===== config.mk =====
export PLATFORM = sky130hd
export DESIGN_NAME = icv_assembler
export DESIGN_NICKNAME = d
export VERILOG_FILES = /design/src/rtl/icv_assembler_pkg.sv /design/src/rtl/icv_assembler_sec_timeout_cnt.sv /design/src/rtl/icv_assembler.sv
export SDC_FILE = /design/constraint.sdc
export NUM_CORES = 1
export LEC_CHECK = 0
export BUFFER_PORTS_ARGS = -buffer_cell sky130_fd_sc_hd__buf_4
export CORE_ASPECT_RATIO = 0.5
export CORE_MARGIN = 10
export CORE_UTILIZATION = 57
export DETAILED_ROUTE_END_ITERATION = 10
export HOLD_SLACK_MARGIN = 0.02
export PLACE_DENSITY = 0.95
export SYNTH_ARGS = -nofsm -noshare
export SYNTH_HDL_FRONTEND = slang
export SYNTH_SLANG_ARGS = --single-unit
export TNS_END_PERCENT = 10

===== constraint.sdc =====
create_clock -name clk -period 7.15 [get_ports clk]
set_input_delay 1.43 -clock clk [delete_from_list [all_inputs] [get_ports clk]]
set_output_delay 1.43 -clock clk [all_outputs]
set_load 0.05 [all_outputs]

===== src/rtl/icv_assembler_pkg.sv =====
// Shared definitions for the receive-side security blocks: ICV geometry and
// the assembler state encoding.
package icv_assembler_pkg;

    localparam int unsigned ICV_W  = 128;
    localparam int unsigned WORD_W = 32;

    typedef enum logic [1:0] {
        ST_IDLE    = 2'd0,
        ST_COLLECT = 2'd1,
        ST_HOLD    = 2'd2
    } icv_state_e;

endpackage


===== src/rtl/icv_assembler_sec_timeout_cnt.sv =====
// Saturating cycle counter for the ICV collection window; expired flags the
// last permitted cycle (count == TIMEOUT-1).
module sec_timeout_cnt #(
    parameter int unsigned TIMEOUT = 1024
) (
    input  logic clk,
    input  logic g_rst,
    input  logic clear,
    input  logic enable,
    output logic expired
);

    localparam int unsigned TW = (TIMEOUT > 1) ? $clog2(TIMEOUT) : 1;

    logic [TW-1:0] count_q;

    assign expired = (count_q == TW'(TIMEOUT - 1));

    // Clear wins over enable; the counter holds once it reaches the limit.
    always_ff @(posedge clk or posedge g_rst) begin
        if (g_rst) begin
            count_q <= '0;
        end else if (clear) begin
            count_q <= '0;
        end else if (enable && !expired) begin
            count_q <= count_q + TW'(1);
        end
    end

endmodule


===== src/rtl/icv_assembler.sv =====
// Collects the CMAC engine's ICV words (MS word first) into a 128-bit value,
// holding the result or a length/timeout fault until the frame is resolved.
module icv_assembler
    import icv_assembler_pkg::*;
#(
    parameter int unsigned ICV_WORDS = 4,
    parameter int unsigned TIMEOUT   = 1024
) (
    input  logic              clk,
    input  logic              g_rst,
    input  logic              start,
    input  logic              abort,
    input  logic              rx_success,
    input  logic              word_valid,
    input  logic [WORD_W-1:0] word_data,
    input  logic              word_last,
    output logic              word_ready,
    output logic [ICV_W-1:0]  rcvd_dataout_combined,
    output logic              rcvd_done_combined,
    output logic              icv_err,
    output logic              busy
);

    localparam int unsigned CW = $clog2(ICV_WORDS) + 1;

    icv_state_e        state_q, state_d;
    logic [CW-1:0]     count_q, count_d;
    logic [ICV_W-1:0]  data_q, data_d;
    logic              done_q, done_d;
    logic              err_q, err_d;
    logic              ready_q;
    logic              busy_q;
    logic              xfer;
    logic              timer_clear;
    logic              timer_en;
    logic              timer_expired;

    assign xfer     = word_valid && (state_q == ST_COLLECT);
    assign timer_en = (state_q == ST_COLLECT);

    sec_timeout_cnt #(
        .TIMEOUT (TIMEOUT)
    ) u_timeout (
        .clk     (clk),
        .g_rst   (g_rst),
        .clear   (timer_clear),
        .enable  (timer_en),
        .expired (timer_expired)
    );

    // Next-state: abort > rx_success > start > word transfer / timeout.
    always_comb begin
        state_d     = state_q;
        count_d     = count_q;
        data_d      = data_q;
        done_d      = 1'b0;
        err_d       = err_q;
        timer_clear = 1'b0;

        if (abort || (rx_success && (state_q != ST_IDLE))) begin
            state_d     = ST_IDLE;
            count_d     = '0;
            data_d      = '0;
            err_d       = 1'b0;
            timer_clear = 1'b1;
        end else if (start) begin
            state_d     = ST_COLLECT;
            count_d     = '0;
            data_d      = '0;
            err_d       = 1'b0;
            timer_clear = 1'b1;
        end else if (state_q == ST_COLLECT) begin
            if (xfer) begin
                for (int k = 0; k < int'(ICV_WORDS); k++) begin
                    if (count_q == CW'(k)) begin
                        data_d[ICV_W-1-WORD_W*k -: WORD_W] = word_data;
                    end
                end
                count_d = count_q + CW'(1);
            end
            // A completing transfer beats a timeout landing on the same cycle.
            if (xfer && (count_q == CW'(ICV_WORDS - 1))) begin
                state_d = ST_HOLD;
                done_d  = 1'b1;
            end else if ((xfer && word_last) || timer_expired) begin
                state_d = ST_HOLD;
                err_d   = 1'b1;
            end
        end
    end

    always_ff @(posedge clk or posedge g_rst) begin
        if (g_rst) begin
            state_q <= ST_IDLE;
            count_q <= '0;
            data_q  <= '0;
            done_q  <= 1'b0;
            err_q   <= 1'b0;
            ready_q <= 1'b0;
            busy_q  <= 1'b0;
        end else begin
            state_q <= state_d;
            count_q <= count_d;
            data_q  <= data_d;
            done_q  <= done_d;
            err_q   <= err_d;
            ready_q <= (state_d == ST_COLLECT);
            busy_q  <= (state_d == ST_COLLECT);
        end
    end

    assign word_ready            = ready_q;
    assign busy                  = busy_q;
    assign rcvd_dataout_combined = data_q;
    assign rcvd_done_combined    = done_q;
    assign icv_err               = err_q;

endmodule


==> results.md, run 1 <==
- For flop-to-flop paths, the worst setup slack is about 4400 ps.
- Pin placement for this block handled ~170 I/O pins.
- The worst setup path is of the input port to flop kind.
- The cell area that synthesis handed to floorplanning was 6400 um2.
- Leaving out fill and tap cells, the most frequent cell in the layout is nand2_1.
- The number of antenna violations at the first check in global routing is 0.
- Post-CTS timing repair inserted 0 buffers for setup.
- In this run the power spent charging and discharging nets is ~420 uW.
- The congestion estimate from routability-driven global placement came to 0.831.
- The kind of launch point of the worst setup path is an input port.
- The routed design has between 15000 and 20000 um of wire.
- The summed area of non-filler cells in the final layout is about 8200 um2.
- Of the cells placed in the final design, the portion with a size suffix greater than 1 is 0.352.
- The standard cell area after detailed placement is roughly 7700 um2.
- The number of nets with antenna violations after routing is 0.
- The overall overflow remaining after global route is 0.
- The max-slew violation count is 0.
- For this run, the detailed router's first-pass iteration total came to 5.
- The final critical delay including setup and external delays is ~3300 ps.
- Clock tree synthesis inserted a total of 17 buffers.
- The run finished with clean final reports.
- The worst flop-to-flop path startpoint is state_q[1].
- The synthesized area per cell is ~9.6 um2.
- The register bit total from synthesis is 146.
- In this run, the number of DRC markers left after iteration 0 of detailed routing was 701.
- The die is between 90 and 100 um tall.
- The static power due to leakage is roughly 0.0036 uW.
- The buffer type at the clock tree root is clkbuf_16.
- Walking the worst path, the cells encountered are buf_4, o21a_1, or3_4, buf_4, a21oi_1.
- The area growth from synthesis to layout is 28.8%.
- Data on the critical path arrives at its endpoint at 3560 ps.
- The number of warnings printed during yosys synthesis is 0.
- The number of cells traversed by the worst register-to-register path is 4.
- The worst voltage drop across the vdd grid is ~0.14 mV.
- The clock transition at the register clock pins on the worst setup and hold paths after CTS is around 60 ps.
- The most critical setup path has its endpoint at rcvd_dataout_combined[88].
- The clock sink count is around 150.
- Dividing total power by cell area gives a power density of between 200 and 250 nW/um2.
- The core region is between 10000 and 15000 um2.
- After the last flow step, the layout net total stands at ~860.
- The floorplan has 27 rows.
- The number of global-route vias before repair is ~6000.
- The antenna diode count is 0.
- The clock latency on the worst-skew pair is between 400 and 500 ps.
- Yosys mapped the design onto 35 distinct sky130hd cell types.
- Of all nets on the critical path, the largest fanout is 81.
- The die covers between 15000 and 20000 um2.
- The H-tree generated during clock tree synthesis spans 4 levels.
- The instance count of the mapped netlist is ~670.
- The sum of negative setup slack is 0 ps.
- STA puts the critical path data required time at between 7000 and 8000 ps.
- The post-detailed-route DRC marker count is 0.
- The start point of the worst min-delay path is icv_err.
- The most prevalent standard cell on the critical path is buf_4.
- The die is about 170 um wide.
- For this configuration, the core starts out at a cell density of 0.583.
- The worst-margin pin slew is between 1000 and 1500 ps.
- The fmax is between 300 and 400 MHz.
- The delay of the slowest cell on the worst path is ~940 ps.
- Dividing the detail-routed via count by the number of cells gives approximately 6.
- The number of buffer cells added on primary ports is 170.
- Clock skew on the completed layout was measured at between 7 and 8 ps.
- The cell-internal power is ~1400 uW.
- The tightest min-delay check is of the flop to flop type.
- The share of total power dissipated in sequential elements is 0.459.
- The headroom to the max-slew limit is 0.0954.
- The global routing usage summed across all routing layers is 0.241.
- The setup violation total in the final timing report is 0.
- Detailed placement finished with a half-perimeter wire length of approximately 13000 um.
- The number of buffers added to fix hold violations after cts is 0.
- The average wire length per cell after detail routing is ~20 um.
- The part of the power in combinational logic is 0.057.
- The number of hold violations in the final report is 0.
- Setup repair after global routing left no endpoint under its margin.
- The capturing element type of the critical path is a flop.
- The final cell count without fillers is around 980.
- Of the available clock period, the critical path in the final layout requires 0.464.
- Of the total power, the clock network draws 0.484.
- Final hold analysis gives a worst-case slack of between 500 and 600 ps.
- The number of vias after detailed routing is 5708.
- The number of placed cells counting well taps is roughly 950.
- The clock tree from TritonCTS is yes.
- In the layout the commonest cells are 265 x nand2_1, 179 x buf_4, 146 x dfrtp_1.
- On the critical path, the stage with the largest delay is an instance of buf_4.
- The most critical setup path has its startpoint at rx_success.
- Of the synthesized area, sequential elements account for 0.571.
- Of the total power, the share spent switching nets is 0.232.
- Post-CTS repair changed the size of 0 cells.
- The first global-routing pass estimated between 30000 and 40000 um of wire.
- In this run the critical register-to-register path is captured at rcvd_dataout_combined[88].
- The maximum number of buffers from clock root to sink is 2.
- The number of nets handed over by synthesis was ~700.
- The pin count of the biggest net entering global routing is between 90 and 100.
- Max-cap violations in this run came to 0.
- The overall power consumption is 1820 uW.
[flip-flops by register name (all words and copies together) (netlist names)]
name,count
u_timeout.count_q,10
state_q,2
rcvd_done_combined,1
icv_err,1
busy,1
count_q,3
rcvd_dataout_combined,128
[Yosys cell counts]
library cell	number	share of area
nand2b_1	1	0.00098
dfrtp_1	146	0.57
o21ai_0	3	0.0023
o21a_1	2	0.0023
buf_6	9	0.016
buf_1	5	0.0029
nor2_1	10	0.0059
buf_4	2	0.0023
nand2_1	265	0.16
and3_4	1	0.0018
and3b_1	1	0.0014
xnor2_1	2	0.0027
buf_2	21	0.016
inv_1	7	0.0041
nor2b_1	1	0.00098
a21oi_2	80	0.11
nand4b_1	1	0.0014
nand4_1	2	0.0020
xor2_1	1	0.0014
and4bb_1	1	0.0020
clkbuf_1	9	0.0053
nor3_1	3	0.0023
and2b_1	1	0.0012
ha_1	6	0.012
and3_1	1	0.00098
and4_1	1	0.0014
or4_1	2	0.0023
a211oi_1	4	0.0047
nand3_1	4	0.0031
a31oi_1	3	0.0029
nand4_2	1	0.0020
and2_1	4	0.0039
a21oi_1	57	0.045
or3_1	5	0.0049
o31ai_1	5	0.0059
[per-layer routing]
layer / vias to the layer above / wire, um / global-route usage
met1: 2847 / 7410 / 0.274
met4: 0 / 762 / 0.129
li1: 2485 / - / -
met2: 300 / 9890 / 0.419
met5: - / 0 / 0
met3: 76 / 1540 / 0.0628
[area by class of cell]
cell class | count | area (um2)
flip-flops and latches | 146 | 3650
fillers | 671 | 2740
multi-input cells | 468 | 2450
repair buffers | 179 | 1340
clock buffers | 22 | 474
well taps | 145 | 181
clock inverters | 10 | 108
inverters | 7 | 31.3
[how the worst min path moves through the flow]
stage                     slack, ps                    to  cells past startpoint
after CTS                       510               icv_err                      1
after detailed placement        480               icv_err                      1
after floorplan                 510  u_timeout.count_q[1]                      2
after global placement          500               icv_err                      1
after global routing            540               icv_err                      1
final                           510               icv_err                      1
[worst max-delay path: cells and delay by family]
family	cells	cell delay, ps
simple gates	1	690
compound gates	2	240
buf+inv	2	1040
[logic make-up after synthesis]
logic type | count (synthesis) | synth area share
xor gates and xnor gates | 3 | 0.00411
buffers and inverters | 53 | 0.0469
adders and majority gates | 6 | 0.0117
DFF | 146 | 0.571
and+or+nand+nor | 305 | 0.194
AOI/OAI and AO/OA | 154 | 0.172
[power groups by stage]
stage / clock network (uW) / logic (uW) / registers, uW
finish: 880 / 103 / 833
CTS: 879 / 103 / 833
global placement: 0 / 101 / 848
floorplan: 0 / 53.8 / 858
global route: 915 / 112 / 833
detailed placement: 0 / 102 / 848
[per-stage QoR]
| step | worst slack (ps) | util |
|---|---|---|
| CTS | 3900 | 0.751 |
| global placement | 3530 | 0.698 |
| floorplan | 1800 | - |
| detailed placement | 3480 | 0.698 |
| finish | 3830 | 0.751 |
| global route | 3740 | 0.751 |
Note: power is estimated with default switching activity, not from simulation.
==> run 2, diff against run 1 <==
--- a/config.mk
+++ b/config.mk
@@ -8,10 +8,10 @@
 export BUFFER_PORTS_ARGS = -buffer_cell sky130_fd_sc_hd__buf_4
 export CORE_ASPECT_RATIO = 0.5
 export CORE_MARGIN = 10
-export CORE_UTILIZATION = 57
+export CORE_UTILIZATION = 53
 export DETAILED_ROUTE_END_ITERATION = 10
 export HOLD_SLACK_MARGIN = 0.02
-export PLACE_DENSITY = 0.95
+export PLACE_DENSITY = 0.9
 export SYNTH_ARGS = -nofsm -noshare
 export SYNTH_HDL_FRONTEND = slang
 export SYNTH_SLANG_ARGS = --single-unit
==> constraint.sdc (replaced) <==
create_clock -name clk -period 3.23 [get_ports clk]
set_input_delay 0.646 -clock clk [delete_from_list [all_inputs] [get_ports clk]]
set_output_delay 0.646 -clock clk [all_outputs]
set_load 0.05 [all_outputs]
==> run 2 against run 1 <==
  * Via count fell by 3.0%
  * Setup slack lost 2700 ps
  * Worst hold slack got worse by 120 ps
  * Count of clock-buffer cells in the layout down 5
  * Core utilization shrank 4.0 points
  * Sequential share of layout area decreased by 0.81 points
  * Global-route usage fell by 1.8 points
  * Combinational power rose by 130%
  * Largest power group unchanged
  * Highest routed layer unchanged
==> results.md, run 2 (synthesized netlist as in run 1, its figures left out) <==
- The worst voltage drop across the vdd grid is 0.390 mV (+180%).
- In this run the most critical hold path is launched from abort.
- The placeable core region is 11800 um2 (+7.5%).
- The average via count per standard cell is 5.55 (-5.0%).
- The buffer type at the clock tree root is clkbuf_16.
- The antenna diode count is 0 (unchanged).
- The worst flop-to-flop path startpoint is state_q[1].
- The iteration count of the initial detailed-routing pass is 5 (unchanged).
- The depth of the worst hold-timing path is 2 (+1).
- The clock network power share is 0.524 (+0.040).
- The number of I/O pins is 171 (unchanged).
- The floorplan die height was 97.7 um (+2.9%).
- The worst setup slack for register-to-register paths is 1100 ps (-3330 ps).
- The post-detailed-route DRC marker count came to 0 (unchanged).
- The top cell types in the final layout, fill and taps aside, are 265 x nand2_1, 178 x buf_4, 146 x dfrtp_1.
- The worst-margin pin slew is 819 ps (-534 ps).
- The number of gates given a new drive strength after cts was 0 (unchanged).
- The min-delay analysis places its worst path in the category input port to flop.
- The destination of the worst hold path is busy.
- The full die area is 17100 um2 (+6.3%).
- The clock skew after layout was 6.59 ps (-1.18 ps).
- The number of vias after detailed routing is 5539 (-3.0%).
- The CTS H-tree depth is 4 (unchanged).
- The max capacitance violation total was 0 (unchanged).
- For this run, the top clock speed supported by timing is between 400 and 500 MHz.
- The final hold slack is 391 ps (-118 ps).
- The global routing usage summed across all routing layers is 0.223 (-0.0184).
- The number of nets with antenna violations after routing is 0 (unchanged).
- The initial core utilization is 0.542 (-0.0408).
- The kind of launch point of the worst setup path is a flop.
- The fraction of final layout cells with drive strength greater than 1 is 0.355 (+0.00318).
- The switching power of the nets is 1000 uW (+140%).
- The static power due to leakage is 0.00367 uW (+1.6%).
- The global-route wire length before repair is 30700 um (-0.69%).
- The part of the power in combinational logic is 0.053 (-0.004).
- The horizontal die dimension is 175 um (+3.3%).
- The sum of negative setup slack came to 0 ps (unchanged).
- The maximum fanout count along the critical path is 85 (+4.9%).
- The run finished with clean final reports.
- The count of fill cells added during filler insertion was 815 (+21%).
- The power per cell area is 520 nW/um2 (+140%).
- The number of cells traversed by the worst register-to-register path is 4 (unchanged).
- The capturing element type of the critical path is a flop.
- The clock tree from TritonCTS is yes.
- The weighted congestion reported at the end of routability-driven placement is 0.846 (+1.8%).
- The maximum number of buffers from clock root to sink is 2 (unchanged).
- The number of placement rows is 28 (+3.7%).
- Setup repair after global routing left no endpoint under its margin.
- The pin count of the biggest net entering global routing is 147 (+55%).
- The final routed wirelength across all metal layers is 19300 um (-1.4%).
- The number of antenna violations at the first check in global routing is 0 (unchanged).
- The path type of the worst setup path is flop to flop.
- The setup violation total in the final timing report was 0 (unchanged).
- The cell-internal power is 3360 uW (+140%).
- The library cell used most frequently in the layout, excluding fill and tap cells, is nand2_1.
- The violation count after the first detailed-routing iteration is 545 (-22%).
- The register share of total power is 0.423 (-0.036).
- The switching power as a share of total power is 0.230 (-0.00180).
- The number of buffers added by the clock tree synthesis step is 17 (unchanged).
- The clock transition at the register clock pins on the worst setup and hold paths after CTS is 60 ps (about the same).
- The number of hold violations in the final report is 0 (unchanged).
- The endpoint of the worst-slack reg-to-reg timing path is rcvd_dataout_combined[79].
- The headroom to the max-slew limit was 0.454 (+0.358).
- The number of buffer cells added on primary ports was 170 (unchanged).
- The average wire length per cell after detail routing was 19.4 um (-3.5%).
- The area growth from synthesis to layout is 31.2%.
- The number of global-route vias before repair is 5556 (-4.8%).
- For the finished layout, the period the worst path requires is about 2100 ps.
- The number of buffers added to fix hold violations after cts was 0 (unchanged).
- The HPWL after detailed placement is 12500 um (-0.44%).
- The clock sink count is 146 (unchanged).
- The max-slew violation count was 0 (unchanged).
- The number of nets in the final layout is 865 (+0.12%).
- Of the available clock period, the critical path in the final layout requires 0.659.
- The clock latency on the worst-skew pair is 420 ps (about the same).
- The number of flip-flops in the largest register is 128 (unchanged).
- The overall overflow remaining after global route is 0 (unchanged).
- The number of buffers added for setup after CTS is 0 (unchanged).
- The required time of the worst setup path is 3510 ps (-3880 ps).
- The data arrival time at the worst-slack endpoint is 2410 ps (-1150 ps).
-- run 2: changes by cell type in the layout (fill, tap and decap cells not counted), sizes merged --
| cell | previous run | this run |
|---|---|---|
| clkbuf | 22 | 17 |
| clkinv | 5 | 4 |
| clkinvlp | 3 | 2 |
| bufinv | 2 | 6 |
| inv | 7 | 10 |
| buf | 179 | 180 |
-- run 2: routing by layer --
metal / GRT usage / wire (um) / vias up
li1: - / - / 2481
met4: 0.120 / 830 / 0
met3: 0.0438 / 1160 / 57
met1: 0.270 / 7610 / 2764
met5: 0 / 0 / -
met2: 0.369 / 9730 / 237
-- run 2: worst max path at each step --
stage / startpoint / endpoint / slack [ps] / depth (start not counted)
after floorplan: g_rst / busy / 750 / 1
after global placement: rx_success / u_timeout.count_q[4] / 950 / 5
after detailed placement: rx_success / u_timeout.count_q[4] / 910 / 5
after CTS: state_q[1] / rcvd_dataout_combined[119] / 1100 / 5
after global routing: state_q[1] / rcvd_dataout_combined[107] / 930 / 5
final: state_q[1] / rcvd_dataout_combined[79] / 1100 / 4
-- run 2: power by group through the flow --
stage / Sequential (uW) / Clock [uW] / Combinational, uW
after global routing: 1840 / 2380 / 252
after global placement: 1880 / 0 / 230
after CTS: 1840 / 2300 / 234
final: 1840 / 2290 / 233
after detailed placement: 1880 / 0 / 234
after floorplan: 1900 / 0 / 119
-- run 2: per-stage QoR --
step / instances / util / total power, uW / instance area [um2] / setup slack [ps]
2_1_floorplan: 667 / - / 2020 / 6400 / 751
3_3_place_gp: 966 / 0.653 / 2110 / 7710 / 945
3_5_place_dp: 966 / 0.653 / 2110 / 7710 / 909
4_1_cts: 998 / 0.711 / 4370 / 8390 / 1100
5_1_grt: 998 / 0.711 / 4480 / 8390 / 930
6_report: 998 / 0.711 / 4360 / 8390 / 1100
-- run 2: final cells by class --
class / count / area (um2) / share of cell area
well taps: 165 / 206 / 0.0246
clock buffers: 17 / 425 / 0.0507
flip-flops and latches: 146 / 3650 / 0.435
clock inverters: 15 / 254 / 0.0303
inverters: 7 / 30.0 / 0.00358
repair buffers: 180 / 1380 / 0.164
multi-input cells: 468 / 2450 / 0.292
-- run 2: worst max-delay path: stages, from the launching register on --
cell	delay, ps
dfrtp_1	470
o21a_1	190
or3_4	650
buf_12	510
a21oi_1	90
==> run 3, diff against run 2 <==
--- a/config.mk
+++ b/config.mk
@@ -8,10 +8,10 @@
 export BUFFER_PORTS_ARGS = -buffer_cell sky130_fd_sc_hd__buf_4
 export CORE_ASPECT_RATIO = 0.5
 export CORE_MARGIN = 10
-export CORE_UTILIZATION = 53
+export CORE_UTILIZATION = 48
 export DETAILED_ROUTE_END_ITERATION = 10
 export HOLD_SLACK_MARGIN = 0.02
-export PLACE_DENSITY = 0.9
+export PLACE_DENSITY = 0.87
 export SYNTH_ARGS = -nofsm -noshare
 export SYNTH_HDL_FRONTEND = slang
 export SYNTH_SLANG_ARGS = --single-unit
==> constraint.sdc (replaced) <==
create_clock -name clk -period 1.8 [get_ports clk]
set_input_delay 0.36 -clock clk [delete_from_list [all_inputs] [get_ports clk]]
set_output_delay 0.36 -clock clk [all_outputs]
set_load 0.05 [all_outputs]
==> run 3 against run 2 <==
  * Clock power increased by 53%
  * Core utilization down 5.2 points
  * Sequential cell count unchanged
  * Critical endpoint is now rcvd_dataout_combined[90]
==> results.md, run 3 (synthesized netlist as in run 1, its figures left out) <==
- The clock latency on the worst-skew pair came to 430 ps (about the same).
- In the layout the commonest cells are 265 x nand2_1, 182 x buf_4, 146 x dfrtp_1.
- The footprint of the flip-flops and latches came to 3650 um2 (unchanged).
- The overall power consumption was 7250 uW (+66%).
- The number of global-route vias before repair is 5813 (+4.6%).
- The startpoint identified for the worst hold timing path is abort.
- The switching power of the nets is 1770 uW (+77%).
- The tightest min-delay check is of the input port to flop type.
- The capturing element type of the critical path is a flop.
- The run finished with clean final reports.
- The global routing usage summed across all routing layers came to 0.206 (-0.0166).
- The setup violation total in the final timing report was 0 (unchanged).
- The antenna diode count is 0 (unchanged).
- The max capacitance violation total is 0 (unchanged).
- The summed area of non-filler cells in the final layout was 8470 um2 (+0.91%).
- The required time of the worst setup path came to 2140 ps (-1370 ps).
- The number of cells traversed by the worst register-to-register path is 4 (unchanged).
- The post-detailed-route DRC marker count is 0 (unchanged).
- The number of antenna violations at the first check in global routing was 0 (unchanged).
- The number of I/O pins came to 171 (unchanged).
- The max-slew violation count was 0 (unchanged).
- The fmax is 592 MHz (+26%).
- The count of fill cells added during filler insertion was 983 (+21%).
- The average wire length per cell after detail routing is 19.0 um (-1.9%).
- The number of placement rows was 29 (+3.6%).
- The number of nets with antenna violations after routing is 0 (unchanged).
- The violation count after the first detailed-routing iteration came to 409 (-25%).
- The worst register-to-register path begins at state_q[0].
- The data arrival time at the worst-slack endpoint is 2030 ps (-380 ps).
- The HPWL after detailed placement is 13400 um (+6.6%).
- The average via count per standard cell is 5.44 (-1.9%).
- The final critical delay including setup and external delays is 1690 ps (-440 ps).
- The number of buffers added by the clock tree synthesis step is 17 (unchanged).
- The switching power as a share of total power is 0.244 (+0.0144).
- The overall overflow remaining after global route is 0 (unchanged).
- The placeable core region came to 12800 um2 (+8.8%).
- The clock sink count was 146 (unchanged).
- The number of buffers added for setup after CTS is 0 (unchanged).
- The full die area is 18600 um2 (+8.7%).
- The iteration count of the initial detailed-routing pass is 5 (unchanged).
- The number of nets in the final layout is 876 (+1.3%).
- The floorplan die height came to 102 um (+4.0%).
- The pin count of the biggest net entering global routing is 62 (-58%).
- The number of vias after detailed routing came to 5519 (-0.36%).
- The worst hold path terminates at state_q[0].
- The initial core utilization is 0.498 (-0.0438).
- TritonCTS built the clock tree.
- The standard cell area after detailed placement is 7870 um2 (+2.0%).
- The fraction of final layout cells with drive strength greater than 1 is 0.364 (+0.00840).
- The weighted congestion reported at the end of routability-driven placement is 0.855 (+1.1%).
- The power per cell area came to 856 nW/um2 (+65%).
- The clock skew after layout came to 11.1 ps (+4.46 ps).
- The worst-margin pin slew was 500 ps (-319 ps).
- The depth of the worst hold-timing path is 2 (unchanged).
- The most common cell after layout, fill and taps aside is nand2_1.
- The endpoint of the worst-slack reg-to-reg timing path is rcvd_dataout_combined[90].
- The worst setup slack for register-to-register paths is 110 ps (-990 ps).
- The static power due to leakage is 0.00370 uW (+0.81%).
- The share of the clock period used by the worst path came to 0.938 (+0.279).
- The horizontal die dimension is 183 um (+4.5%).
- The part of the power in combinational logic came to 0.062 (+0.009).
- Compared with the post-synthesis result, the final layout area differs by 32.4%.
- The buffer type at the clock tree root is clkbuf_16.
- The worst voltage drop across the vdd grid is 0.610 mV (+57%).
- The CTS H-tree depth was 4 (unchanged).
- The path type of the worst setup path is flop to flop.
- The number of buffer cells added on primary ports was 170 (unchanged).
- The number of hold violations in the final report is 0 (unchanged).
- Setup repair after global routing left no endpoint under its margin.
- The final routed wirelength across all metal layers was 19300 um (-0.36%).
- The headroom to the max-slew limit is 0.664 (+0.210).
- The maximum number of buffers from clock root to sink is 2 (unchanged).
- The cell-internal power is 5480 uW (+63%).
- The worst setup path is launched from a flop.
- The multi-input gate area in the final layout is 2450 um2 (+0.20%).
- The register share of total power is 0.456 (+0.033).
- The global-route wire length before repair is 30800 um (+0.29%).
- The maximum fanout count along the critical path was 61 (-28%).
- The clock network power share is 0.482 (-0.042).
- The number of flip-flops in the largest register came to 128 (unchanged).
- The clock transition at the register clock pins on the worst setup and hold paths after CTS is 60 ps (about the same).
-- run 3: layout make-up --
type                    instances  area share
multi-input cells             468       0.290
clock inverters                15      0.0188
inverters                       7     0.00355
well taps                     170      0.0251
clock buffers                  17      0.0502
flip-flops and latches        146       0.431
repair buffers                191       0.181
-- run 3: worst max-delay path by stage --
stage | to | from | slack, ps
final | rcvd_dataout_combined[90] | state_q[0] | 110
after global routing | u_timeout.count_q[0] | u_timeout.count_q[3] | 30
after CTS | rcvd_dataout_combined[90] | state_q[0] | 150
after detailed placement | rcvd_dataout_combined[90] | state_q[0] | 160
after global placement | rcvd_dataout_combined[90] | state_q[1] | 230
after floorplan | busy | g_rst | -390
-- run 3: through the flow --
step	std cells	setup TNS (ps)	hold slack [ps]	worst slack [ps]	utilization
final	1014	0	121	112	0.659
after global routing	1014	0	122	30.8	0.659
after CTS	1014	0	116	155	0.659
after detailed placement	981	0	368	161	0.613
after global placement	981	0	364	232	0.613
after floorplan	667	-57380	423	-393	-
-- run 3: metal layers --
layer,up-vias,GRT usage,part of all wire
met3,35,0.0382,0.063
li1,2512,-,-
met1,2772,0.235,0.37
met4,0,0.105,0.028
met5,-,0,0
met2,200,0.371,0.53
-- run 3: timing repair --
action | in CTS | in global routing
endpoints found under the hold margin | 10 | 0
endpoints found under the setup margin | 0 | 1
hold buffers | 1 | 0
gates resized for setup | 0 | 1
-- run 3: power by group through the flow --
stage	combinational, uW	sequential [uW]	clock (uW)
4_1_cts	450	3310	3530
3_5_place_dp	447	3370	0
6_report	448	3310	3500
2_1_floorplan	214	3410	0
3_3_place_gp	440	3370	0
5_1_grt	484	3310	3670
-- run 3: critical path: stages (launching register included) --
cell,delay (ps)
dfrtp_1,450
o21a_1,210
or3_4,440
buf_12,240
a21oi_1,190
